===== src/rtl/uart_rx.sv =====
// UART receiver: 2-flop synchronizer, mid-bit sampling FSM, even parity / stop / overrun checks.
// Word is valid one cycle after the stop sample; a new frame arriving while valid is held is dropped with an overrun pulse.
module uart_rx #(
    parameter int CLK_FREQ   = 50_000_000,
    parameter int BAUD_RATE  = 115_200,
    parameter int DATA_WIDTH = 8,
    parameter int PARITY_EN  = 1
) (
    input  logic                  rx_clk,
    input  logic                  reset,
    input  logic                  RxD,
    output logic [DATA_WIDTH-1:0] data,
    output logic                  valid,
    input  logic                  ready,
    output logic                  parity_err,
    output logic                  frame_err,
    output logic                  overrun_err,
    output logic                  busy
);

    localparam int CPB  = CLK_FREQ / BAUD_RATE;
    localparam int HALF = CPB / 2;
    localparam int CW   = $clog2(CPB);
    localparam int BW   = $clog2(DATA_WIDTH + 1);

    localparam logic [CW-1:0] CPB_LAST  = CW'(CPB - 1);
    localparam logic [CW-1:0] HALF_LAST = CW'(HALF - 1);
    localparam logic [BW-1:0] BIT_LAST  = BW'(DATA_WIDTH - 1);

    typedef enum logic [2:0] {IDLE, START, DATA, PARITY, STOP, BRK} state_t;

    state_t                state, state_nxt;
    logic                  rx_meta, rxs, rxs_d;
    logic [CW-1:0]         cnt;
    logic [BW-1:0]         bit_cnt;
    logic [DATA_WIDTH-1:0] shreg;
    logic                  par_bad;
    logic                  tick, cnt_clr, sample, par_sample, done, counting;

    always_ff @(posedge rx_clk or negedge reset) begin
        if (!reset) begin
            rx_meta <= 1'b1;
            rxs     <= 1'b1;
            rxs_d   <= 1'b1;
        end else begin
            rx_meta <= RxD;
            rxs     <= rx_meta;
            rxs_d   <= rxs;
        end
    end

    // Start bit is sampled after half a bit; every later bit one full bit time after the previous sample.
    assign tick     = (cnt == ((state == START) ? HALF_LAST : CPB_LAST));
    assign counting = (state == START) || (state == DATA) || (state == PARITY) || (state == STOP);
    assign busy     = (state != IDLE);

    always_ff @(posedge rx_clk or negedge reset) begin
        if (!reset) state <= IDLE;
        else        state <= state_nxt;
    end

    always_comb begin
        state_nxt  = state;
        cnt_clr    = 1'b0;
        sample     = 1'b0;
        par_sample = 1'b0;
        done       = 1'b0;
        case (state)
            IDLE: begin
                if (rxs_d && !rxs) begin
                    cnt_clr   = 1'b1;
                    state_nxt = START;
                end
            end
            START: begin
                if (tick) begin
                    cnt_clr   = 1'b1;
                    state_nxt = rxs ? IDLE : DATA;
                end
            end
            DATA: begin
                if (tick) begin
                    cnt_clr = 1'b1;
                    sample  = 1'b1;
                    if (bit_cnt == BIT_LAST)
                        state_nxt = (PARITY_EN != 0) ? PARITY : STOP;
                end
            end
            PARITY: begin
                if (tick) begin
                    cnt_clr    = 1'b1;
                    par_sample = 1'b1;
                    state_nxt  = STOP;
                end
            end
            STOP: begin
                if (tick) begin
                    cnt_clr   = 1'b1;
                    done      = 1'b1;
                    state_nxt = rxs ? IDLE : BRK;
                end
            end
            BRK: begin
                if (rxs) state_nxt = IDLE;
            end
            default: state_nxt = IDLE;
        endcase
    end

    always_ff @(posedge rx_clk or negedge reset) begin
        if (!reset) begin
            cnt     <= '0;
            bit_cnt <= '0;
            shreg   <= '0;
            par_bad <= 1'b0;
        end else begin
            if (cnt_clr)       cnt <= '0;
            else if (counting) cnt <= cnt + CW'(1);

            if (state == START)  bit_cnt <= '0;
            else if (sample)     bit_cnt <= bit_cnt + BW'(1);

            if (sample) shreg <= {rxs, shreg[DATA_WIDTH-1:1]};

            if (par_sample) par_bad <= (PARITY_EN != 0) && ((^shreg) ^ rxs);
        end
    end

    // Completion coinciding with an accept is a free slot, so the new word replaces the old one.
    always_ff @(posedge rx_clk or negedge reset) begin
        if (!reset) begin
            data        <= '0;
            valid       <= 1'b0;
            parity_err  <= 1'b0;
            frame_err   <= 1'b0;
            overrun_err <= 1'b0;
        end else begin
            overrun_err <= 1'b0;
            if (done) begin
                if (!valid || ready) begin
                    data       <= shreg;
                    parity_err <= (PARITY_EN != 0) && par_bad;
                    frame_err  <= !rxs;
                    valid      <= 1'b1;
                end else begin
                    overrun_err <= 1'b1;
                end
            end else if (valid && ready) begin
                valid <= 1'b0;
            end
        end
    end

endmodule


===== config.mk =====
export PLATFORM = sky130hd
export DESIGN_NAME = uart_rx
export DESIGN_NICKNAME = d
export VERILOG_FILES = /design/src/rtl/uart_rx.sv
export SDC_FILE = /design/constraint.sdc
export NUM_CORES = 1
export LEC_CHECK = 0
export ABC_AREA = 1
export CAP_MARGIN = 20
export CORE_ASPECT_RATIO = 2
export CORE_MARGIN = 2
export CORE_UTILIZATION = 54
export DETAILED_ROUTE_END_ITERATION = 8
export PLACE_DENSITY = 0.81
export SKIP_CTS_REPAIR_TIMING = 1
export SYNTH_ARGS = -nofsm -noshare
export SYNTH_HDL_FRONTEND = slang
export SYNTH_SLANG_ARGS = --single-unit

===== constraint.sdc =====
create_clock -name rx_clk -period 1.9 [get_ports rx_clk]
set_input_delay 0.19 -clock rx_clk [delete_from_list [all_inputs] [get_ports rx_clk]]
set_output_delay 0.19 -clock rx_clk [all_outputs]
set_load 0.005 [all_outputs]

## Yosys cells after proc, flatten, opt, wreduce, memory -nomap -nowiden

Cells that the tools add are included.

- Register bits: 40
- Latch bits: 0
- Bits in writable memories: 0
- Memory bits (read-only): 0
- Input port bits: 4
- Output and inout port bits: 13
- Logic and storage cells: 75
- Memories kept: 0

- Add/sub/neg operators: 2
- Multipliers: 0
- Div/mod/pow operators: 0
- $lt $le $gt $ge: 0
- Equal/unequal tests: 15
- Shift operators: 0
- Muxes and demuxes: 26
- Bitwise logic cells: 1
- Reduce and logical (&&, ||, !) cells: 18

Operators by type and width:

| kind | count |
|---|---|
| 2-to-1 mux 9 bit | 3 |
| 2-to-1 mux 3 bit | 8 |
| one-hot mux 3 bit (6 select lines) | 1 |
| inequality test 2 bit (second input constant) | 6 |
| 2-to-1 mux 1 bit | 10 |
| adder 9 x 1 -> 9 bit (second input constant) | 1 |
| == test 9 bit | 1 |
| 2-to-1 mux 4 bit | 2 |
| parity 8 bit | 1 |
| AND reduction 7 bit | 1 |
| == test 3 x 2 -> 1 bit (second input constant) | 2 |
| == test 3 bit (second input constant) | 2 |
| nonzero test 2 bit | 3 |
| adder 4 x 1 -> 4 bit (second input constant) | 1 |
| == test 4 x 3 -> 1 bit (second input constant) | 1 |
| logical OR 1 bit | 4 |
| inequality test 2 x 1 -> 1 bit (second input constant) | 2 |
| AND reduction 2 bit | 2 |
| OR reduction 4 bit | 1 |
| == test 3 x 1 -> 1 bit (second input constant) | 1 |
| zero test 3 bit | 1 |
| nonzero test 3 bit | 1 |
| logical AND 1 bit | 2 |
| zero test 1 bit | 2 |
| other kinds (3) | 3 |

## Logic depth before layout (Yosys ltp)

- Depth after elaboration: 7
- Gate-level depth with buffers: 11
- Depth with buffers taken out: 11

## Worst setup path after synthesis

Ideal clock, no wire load.

- Kind: register -> register
- Start: register state[2]
- End: register shreg[3]
- Setup time: 121 ps
- Arrival time: 1331 ps
- Required time: 1779 ps
- Slack: 448 ps
- Stages on the path, launching flop included: 11
- Buffers on the path: 2
- Period minus slack after synthesis: 1452 ps
- Cell sequence: dfrtp_1 -> buf_4 -> inv_1 -> nand3_2 -> nand2_1 -> nand2_1 -> nand3_4 -> nor2_2 -> buf_4 -> nor2_1 -> a21oi_2

- Word-level cells in the longest chain between the ends: 5
- Elaborated cells on any way between the ends: 6
- Those cells by class: 3 x eq/ne; 3 x mux

Ends and longest elaborated chain:

| element | RTL line | source |
|---|---|---|
| start: declaration | 32 | `state_t state, state_nxt;` |
| start signal: assignment | 59 | `else state <= state_nxt;` |
| == test 3 x 1 -> 1 bit | 53 | `assign tick = (cnt == ((state == START) ? HALF_LAST : CPB_LAST));` |
| 2-to-1 mux 9 bit | 53 |  |
| == test 9 bit | 53 |  |
| 2-to-1 mux 1 bit | 82 | `if (tick) begin` |
| 2-to-1 mux 1 bit * | 68 | `case (state)` |
| end signal: assignment | 123 | `if (sample) shreg <= {rxs, shreg[DATA_WIDTH-1:1]};` |
| end: declaration | 36 | `logic [DATA_WIDTH-1:0] shreg;` |

Every way passes the cells marked *; elsewhere a longest branch is shown, timed or not.
A chain may end at the register's enable or synchronous reset.

## Worst setup path in the final report

- Start: register state[2]
- End: output busy

- Word-level cells in the longest chain between the ends: 1

Ends and longest elaborated chain:

| element | RTL line | source |
|---|---|---|
| nonzero test 3 bit | 55 | `assign busy = (state != IDLE);` |
| end: declaration | 18 | `output logic busy` |

Every way passes these cells.

==> flow_summary.yaml <==
placement:
  place.gp.congestion: 0.8787
  hpwl_microns: 2893
  pre_cts_slack_ns: 0.1435
  io_buffers: 16
critical_path:
  critical_path_required_ns: 1.71
  cp.arrival_ns: 1.57
  cp-end-kind: "output port"
  worstSetupPathType: "reg -> out"
  path_max_fanout: 8
  cp-start-kind: "flop"
global_route:
  grt_antenna_before_repair: 0
  grt-ovfl-total: 0
  met3_usage_pct: 4.800
  grt.total_usage_pct: 21.41
  use_met1_pct: 22.34
  grt_max_degree: 41
  met2_usage_pct: 35.50
  busiest_layer: "met2"
  grt_pass1_vias: 1577
  grt_pass1_wl_microns: 6651
floorplanning:
  core_area_sq_um: 3607
  num_rows: 31
  io_pins: 17
  start_util_pct: 55.81
  die_width_microns: 47.18
  die_y_microns: 90.35
  die-area_sq_um: 4262
timing:
  fin_crit_ns: 1.763
  rsz0062_at_grt: "false"
  worst_pin_slew_ns: 0.4920
  post-route-period-util_pct: 92.78
  holdWs_ns: 0.2846
  finalHoldViolCount: 0
  setup_tns_ns: 0
  finalWorstSetupSlack_ns: 0.1372
  setup_viol: 0
  max_slew_margin_pct: 67.20
  slew_viol_final: 0
  skew_ns: 0.002512
  max_freq_mhz: 567.3
drt:
  via_per_inst: 5.071
  post-route-drc-count: 0
  routedWlPerCell_microns: 11.99
  drtAntennaViolNets: 0
  num_vias: 1643
  first_pass_iters: 5
  drtIter0Drc: 42
  routed_wirelength_microns: 3885
synthesis:
  syn_area_sq_um: 2013
  synth_cells: 251
  synth-seq-cells: 40
  avgSynthCellArea_sq_um: 8.021
  synth_fp_nets: 257
  seq_area_frac_synth_pct: 49.91
  synth_cell_type_count: 27
  yosysWarnings: 0
outcome:
  outcome: "finished clean"
finish:
  area_growth_pct: 16.16
  nNetsFinal: 280
  final_util_pct: 64.83
  antenna_cells: 0
  layout-drive-gt1-share_pct: 10.55
clock_network:
  h-tree-depth: 2
  cts_num_sinks: 40
  cts_tree: "built"
  clk_pin_slew_worst_paths_ns: 0.07
  cts_buffer_depth: 2
  clock_latency_ns: 0.30
  cts_made_buffers: 5
  cts_root_buf: "clkbuf_8"
flow_run:
  cap_violations: 0
min_path:
  hold_class: "in -> reg"
power:
  pwr_density_cell_nw_per_um2: 970.0
  leakage_nw: 1.179
  ir_drop_v: 0.0007386
  p_total_mw: 2.268
==> placed cells by master, fill, tap and decap left out, types with 6 or more instances in the layout <==
cell	instances
o21ai_0	12
clkdlybuf4s50_1	15
clkbuf_8	6
nor2_1	19
xor2_1	9
nand3_1	25
nand2_1	90
dfrtp_1	37
inv_1	22
==> cells by family (layout without fill, tap and decap cells) <==
kind of cell,Yosys count,in the layout,share of synthesized area (%)
AO/OA/AOI/OAI,18,18,5.283
AND/OR/NAND/NOR,150,150,32.13
XOR/XNOR,12,12,5.221
buffers and inverters,29,53,6.215
flip-flops,40,40,49.91
adder cells (fa/ha/maj),2,2,1.243
==> cell usage after synthesis <==
cell type | count | share of area (%)
a21boi_2 | 1 | 0.56
a21oi_1 | 1 | 0.25
a21oi_2 | 2 | 0.87
a31oi_1 | 1 | 0.31
and3_1 | 1 | 0.31
buf_2 | 1 | 0.25
buf_4 | 4 | 1.5
clkbuf_1 | 1 | 0.19
dfrtp_1 | 37 | 46
dfstp_2 | 3 | 3.9
ha_1 | 2 | 1.2
inv_1 | 22 | 4.1
inv_2 | 1 | 0.19
nand2_1 | 90 | 17
nand2_2 | 1 | 0.31
nand3_1 | 26 | 6.5
nand3_2 | 1 | 0.50
nand3_4 | 1 | 0.87
nand4_1 | 5 | 1.6
nor2_1 | 20 | 3.7
nor2_2 | 2 | 0.62
nor3_1 | 2 | 0.50
nor3_2 | 1 | 0.50
o21ai_0 | 12 | 3.0
o22ai_1 | 1 | 0.31
xnor2_1 | 3 | 1.3
xor2_1 | 9 | 3.9
==> area by class of cell <==
type | instances | area (sq um)
tap | 49 | 61.31
sequential | 40 | 1005
inverter | 23 | 86.33
clock buffer | 6 | 82.58
clock inverter | 2 | 10.01
fill | 347 | 1269
timing repair buffer | 22 | 202.7
multi-input combinational | 182 | 890.9
==> sequential cells by signal (all words and copies together) (netlist names), 3 cells and up <==
signal   count
cnt          9
state        3
bit_cnt      4
shreg        8
data         8
==> path summary, 6_finish.rpt <==
check	slack [ns]	endpoint	depth (start not counted)	from
setup / recovery	0.14	busy	3	state[2]$_DFFE_PN0P_
hold / removal	0.28	rx_meta$_DFF_PN1_	1	RxD
setup reg to reg	0.14	state[2]$_DFFE_PN0P_	9	state[0]$_DFFE_PN0P_
hold reg to reg	0.36	rxs$_DFF_PN1_	0	rx_meta$_DFF_PN1_
max in group asynchronous	1.07	rxs_d$_DFF_PN1_	3	reset
min in group asynchronous	0.46	shreg[5]$_DFFE_PN0P_	3	reset
==> worst max-delay path: stages (launching register included) <==
cell	delay, ns
dfrtp_1	0.48
inv_1	0.14
nand2_1	0.13
clkdlybuf4s50_1	0.52
==> metal layers <==
metal / vias up / part of all wire [%]
met5: - / 0
met2: 39 / 55
li1: 840 / -
met4: 0 / 4.7
met3: 14 / 3.6
met1: 750 / 36
==> power by group <==
part	internal [mW]	switching, mW
logic	0.219	0.417
clock network	0.289	0.296
registers	0.934	0.113
total	1.44	0.826
==> through the flow <==
step	cells	area (sq um)
2_1_floorplan	251	2013
3_3_place_gp	315	2228
3_5_place_dp	315	2228
4_1_cts	323	2321
5_1_grt	324	2338
6_report	324	2338
No activity file was read; power rests on OpenSTA's default activity.
==> RTL edit 1: new RTL, config.mk and constraints unchanged <==
Set the parameter `PARITY_EN` to 0 (it was 1).
--- a/src/rtl/uart_rx.sv
+++ b/src/rtl/uart_rx.sv
@@ -4,7 +4,7 @@
     parameter int CLK_FREQ   = 50_000_000,
     parameter int BAUD_RATE  = 115_200,
     parameter int DATA_WIDTH = 8,
-    parameter int PARITY_EN  = 1
+    parameter int PARITY_EN  = 0
 ) (
     input  logic                  rx_clk,
     input  logic                  reset,
Function: same outputs for any inputs over 10 cycles, from zero or initial values and one cycle with reset low; that may be too few to reach the edited logic, so the function may still have changed.
==> RTL edit 1 against the original RTL <==
Critical path depth is the same; worst setup slack gained 0.039 ns; power shrank 8.4%; sequential power shrank 9%; routed wire length shrank 9.5%; via count shrank 12%; sequential cell count shrank 2; highest routed layer unchanged; final area shrank 10%; area after synthesis shrank 9.2%.
==> RTL edit 1: results (changes against the original RTL) <==
[run_status]
status = finished clean  ; unchanged

[yosys]
syn_nets = 218  ; was 257
synth_async_sr_flop_share = 1.00  ; unchanged
synth_area_leaders = dfrtp_1 48%, nand2_1 11%, nand3_1 6.0%, nor2_1 4.5%, dfstp_2 4.3%  ; was dfrtp_1 46%, nand2_1 17%, nand3_1 6.5%, inv_1 4.1%, dfstp_2 3.9%
syn_avg_cell_area_um2 = 8.62  ; was 8.02 um^2
synth.distinct_cells = 25  ; was 27
synthMuxAreaShare = 0  ; unchanged
synth_commonest_cells = 54 x nand2_1, 35 x dfrtp_1, 22 x nand3_1, 22 x nor2_1, 18 x inv_1  ; was 90 x nand2_1, 37 x dfrtp_1, 26 x nand3_1
synth_compound_area_frac = 0.0411  ; was 0.0528
synth_top_family_by_area = simple AND/OR/NAND/NOR gates  ; unchanged
synthAdderAreaFrac = 0.0137  ; was 0.0124
ys.flop_type = dfrtp_1  ; unchanged
synth-seq-area-share = 0.522  ; was 0.499
synth_xor_xnor_area_share = 0.0335  ; was 0.0522
synth_warnings = 0  ; unchanged

[detailed_routing]
wirelength_mm = 3.52  ; was 3.89 mm
vias = 1444  ; was 1643
firstDrtPassIters = 4  ; was 5
initialDrtViolationCount = 35  ; was 42

[power_and_ir_drop]
p_leak_uw = 0.00105  ; was 0.00118 uW
max-vdd-ir-drop_mv = 0.750  ; was 0.739 mV

[clock_tree]
clock_latency_ns = 0.29
clock_path_buffers = 2  ; unchanged
numCtsBuffers = 5  ; unchanged
cts-root-buf = clkbuf_8  ; unchanged
path_clk_slew_ns = 0.07  ; about the same
htreeDepth = 2  ; unchanged

[place]
finalWeightedCongestion = 0.791  ; was 0.879
numPortBuffers = 15  ; was 16
dp_hpwl_mm = 2.81  ; was 2.89 mm
dp.cells = 257  ; was 315

[finish]
nFillCells = 276  ; was 347
final_nets = 240  ; was 280
antennaDiodeCount = 0  ; unchanged
drive_above_1_share = 0.140  ; was 0.105
final_cells = 266  ; was 324
top_regs = cnt: 9 flops, data: 8 flops, shreg: 8 flops  ; unchanged

[global_routing]
grt_usage = 0.221  ; was 0.214
grt_pass1_wl_mm = 6.42  ; was 6.65 mm
antenna_found_initial = 0  ; unchanged
grt_pass1_vias = 1536  ; was 1577
grt_max_degree = 20  ; was 41

[worst_hold_path]
hold_class = input pin to flip-flop  ; unchanged

[worst_setup_path]
crit_fanout = 5  ; was 8
crit_arrival_ns = 1.53  ; was 1.57 ns

[sta]
skew_ns = 0.00358  ; was 0.00251 ns

## RTL edit 1: worst max-delay path: stages, from the launching register on
cell             delay [ns]
dfrtp_1                0.45
nor2_1                 0.22
nand2_1                0.12
clkdlybuf4s50_1        0.46
## RTL edit 1: kinds of logic after synthesis
family | Yosys count
AND/OR/NAND/NOR | 124
flip-flops | 38
buffers and inverters | 25
AO/OA/AOI/OAI | 15
XOR/XNOR | 7
adder cells (fa/ha/maj) | 2
other | 1
## RTL edit 1: worst paths after layout
kind                       startpoint          to  slack (ns)  cells after the start
max                          state[0]        busy        0.18                      3
min                               RxD     rx_meta        0.31                      1
max reg2reg                  state[2]     data[3]        0.22                      8
min reg2reg                   rx_meta         rxs        0.36                      0
max in group asynchronous       reset  bit_cnt[3]        1.03                      3
min in group asynchronous       reset    state[1]        0.36                      2
## RTL edit 1: cell type report
| type | count | area, um^2 | area share |
|---|---|---|---|
| clock inverter | 1 | 5.00 | 0.00238 |
| timing repair buffer | 19 | 178 | 0.0846 |
| multi-input combinational | 149 | 759 | 0.362 |
| tap | 31 | 38.8 | 0.0185 |
| inverter | 21 | 78.8 | 0.0375 |
| sequential | 38 | 955 | 0.454 |
| clock buffer | 7 | 86.3 | 0.0411 |
## RTL edit 1: power by group
part / leakage [uW] / total [uW] / switching, uW / internal [uW]
clock network: 0.0000482 / 556 / 264 / 292
registers: 0.000514 / 954 / 81.1 / 873
logic: 0.000487 / 567 / 382 / 185
total: 0.00105 / 2080 / 727 / 1350
## RTL edit 1: metal layers
| layer | global-route usage | part of all wire | up-vias |
|---|---|---|---|
| li1 | - | - | 717 |
| met1 | 0.204 | 0.34 | 689 |
| met2 | 0.416 | 0.60 | 27 |
| met3 | 0.0396 | 0.023 | 11 |
| met4 | 0.128 | 0.036 | 0 |
| met5 | 0 | 0 | - |
## RTL edit 1: stage by stage
stage | total power [uW] | util | area [um^2] | worst slack (ns)
floorplan | 1400 | - | 1830 | 0.558
global placement | 1510 | 0.626 | 2000 | 0.304
detailed placement | 1540 | 0.626 | 2000 | 0.230
CTS | 2090 | 0.655 | 2090 | 0.173
global route | 2200 | 0.658 | 2100 | 0.0332
finish | 2080 | 0.658 | 2100 | 0.176
==> RTL edit 2: new RTL, same settings <==
Made on the original files. Compare `bit_cnt` against `BIT_LAST` with >= in place of ==.
--- a/src/rtl/uart_rx.sv
+++ b/src/rtl/uart_rx.sv
@@ -82,7 +82,7 @@
                 if (tick) begin
                     cnt_clr = 1'b1;
                     sample  = 1'b1;
-                    if (bit_cnt == BIT_LAST)
+                    if (bit_cnt >= BIT_LAST)
                         state_nxt = (PARITY_EN != 0) ? PARITY : STOP;
                 end
             end
Function: no difference found for any inputs over 10 cycles, from zero or initial values and one cycle with reset low; that may be too few to reach the edited logic, so the function may still have changed.
==> RTL edit 2 against the original RTL <==
Clock skew is 0.0070 ns higher; maximum frequency is 0.76% lower; global-route usage is 3.5 points higher; routed wire length is 19% higher; final area is 2.4% higher; worst setup slack worse by 0.013 ns; power is 5.8% higher; sequential share of layout area is 1.0 points lower; first-iteration DRC count is 26% lower; sequential cell count stayed put; area after synthesis is 3.0% higher; largest power group unchanged.
==> RTL edit 2: results (changes against the original RTL) <==
[worst_hold_path]
whs_path_depth = 1  ; unchanged
holdCritStartpoint = RxD  ; unchanged
hold_end = rx_meta  ; unchanged

[yosys]
syn_nets = 276  ; was 257
synth_commonest_cells = 104 x nand2_1, 37 x dfrtp_1, 32 x nand3_1  ; was 90 x nand2_1, 37 x dfrtp_1, 26 x nand3_1
synth_warnings = 0  ; unchanged
synth_area_leaders = dfrtp_1 45%, nand2_1 19%, nand3_1 7.7%, inv_1 4.9%, dfstp_2 3.8%  ; was dfrtp_1 46%, nand2_1 17%, nand3_1 6.5%, inv_1 4.1%, dfstp_2 3.9%
syn_inst = 270  ; was 251
synth.distinct_cells = 26  ; was 27
synth-seq-area-share = 0.485  ; was 0.499
ys.flop_type = dfrtp_1  ; unchanged

[run_status]
status = finished clean  ; unchanged

[global_routing]
antenna_found_initial = 0  ; unchanged
grt_pass1_vias = 1692  ; was 1577
grt_usage = 0.249  ; was 0.214
grt_pass1_wl_mm = 7.78  ; was 6.65 mm
grt_max_degree = 41  ; unchanged

[finish]
final_nets = 298  ; was 280
nFillCells = 349  ; was 347
top_regs = cnt: 9 flops, data: 8 flops, shreg: 8 flops  ; unchanged
finalInstanceArea_um2 = 2390  ; was 2340 um^2
antennaDiodeCount = 0  ; unchanged
final_cells = 342  ; was 324
drive_above_1_share = 0.0922  ; was 0.105

[place]
dp.cells = 333  ; was 315
numPortBuffers = 16  ; unchanged
placed_area_um2 = 2280  ; was 2230 um^2
dp_hpwl_mm = 3.39  ; was 2.89 mm
finalWeightedCongestion = 0.772  ; was 0.879

[sta]
slew_headroom = 0.666  ; was 0.672
skew_ns = 0.00950  ; was 0.00251 ns
setup_viol = 0  ; unchanged

[worst_setup_path]
crit_arrival_ns = 1.59  ; was 1.57 ns
rr_worst_depth = 9  ; unchanged
crit_fanout = 8  ; unchanged
r2r-end = data[2]  ; was state[2]
r2r_start = state[1]  ; was state[0]
r2r_slack_ns = 0.27  ; was 0.14 ns

[power_and_ir_drop]
max-vdd-ir-drop_mv = 1.08  ; was 0.739 mV
p_leak_uw = 0.00121  ; was 0.00118 uW

[detailed_routing]
firstDrtPassIters = 4  ; was 5
wirelength_mm = 4.61  ; was 3.89 mm
initialDrtViolationCount = 31  ; was 42
vias = 1785  ; was 1643

[clock_tree]
cts-root-buf = clkbuf_8  ; unchanged
numCtsBuffers = 5  ; unchanged
clock_latency_ns = 0.30  ; about the same
cts_tree = yes  ; unchanged
clock_path_buffers = 2  ; unchanged

## RTL edit 2: cell count changes in the layout (fill, tap and decap cells not counted), sizes merged, moves of 2 or more
| cell | before | now |
|---|---|---|
| a21oi | 3 | 1 |
| xnor2 | 3 | 1 |
| o21ai | 12 | 16 |
| nand3 | 28 | 34 |
| nand2 | 91 | 107 |
| o22ai | 1 | 5 |
| inv | 23 | 30 |
| xor2 | 9 | 3 |
| nor2 | 22 | 14 |
## RTL edit 2: critical path, stage by stage (launching register included)
cell,delay [ns]
dfrtp_1,0.48
nor2_1,0.22
nand2_1,0.12
clkdlybuf4s50_1,0.46
## RTL edit 2: worst max-delay path by stage
stage	startpoint	to
final	state[2]	busy
after global routing	state[2]	busy
after CTS	state[2]	busy
after detailed placement	state[1]	cnt[1]
after global placement	state[1]	data[1]
after floorplan	state[2]	data[0]
## RTL edit 2: per-layer routing
metal | share of wire | track usage
met4 | 0.026 | 0.122
met5 | 0 | 0
met2 | 0.57 | 0.404
met1 | 0.38 | 0.278
met3 | 0.023 | 0.0748
## RTL edit 2: cells by family (layout without fill, tap and decap cells)
kind of cell,Yosys count,count (layout),synth area share
AND/OR/NAND/NOR,166,166,0.355
buffers and inverters,36,59,0.0748
AO/OA/AOI/OAI,22,22,0.0561
adder cells (fa/ha/maj),2,2,0.0121
flip-flops,40,40,0.485
XOR/XNOR,4,4,0.0169
## RTL edit 2: layout make-up
type	count	share of cell area
Tap cell	49	0.0256
Clock buffer	6	0.0303
Clock inverter	2	0.0146
Timing Repair Buffer	21	0.0815
Inverter	30	0.0470
Sequential cell	40	0.420
Multi-Input combinational cell	194	0.381
## RTL edit 2: metrics by stage
stage | hold WS (ns) | setup slack (ns) | power, uW
2_1_floorplan | -0.106 | 0.501 | 1500
3_3_place_gp | 0.274 | 0.308 | 1690
3_5_place_dp | 0.275 | 0.285 | 1710
4_1_cts | -0.0464 | 0.139 | 2410
5_1_grt | 0.301 | 0.0564 | 2550
6_report | 0.310 | 0.124 | 2400
## RTL edit 2: where the power goes
group | internal, uW | switching (uW) | leakage (uW)
logic | 215 | 458 | 0.000618
clock network | 390 | 299 | 0.0000552
registers | 928 | 110 | 0.000540
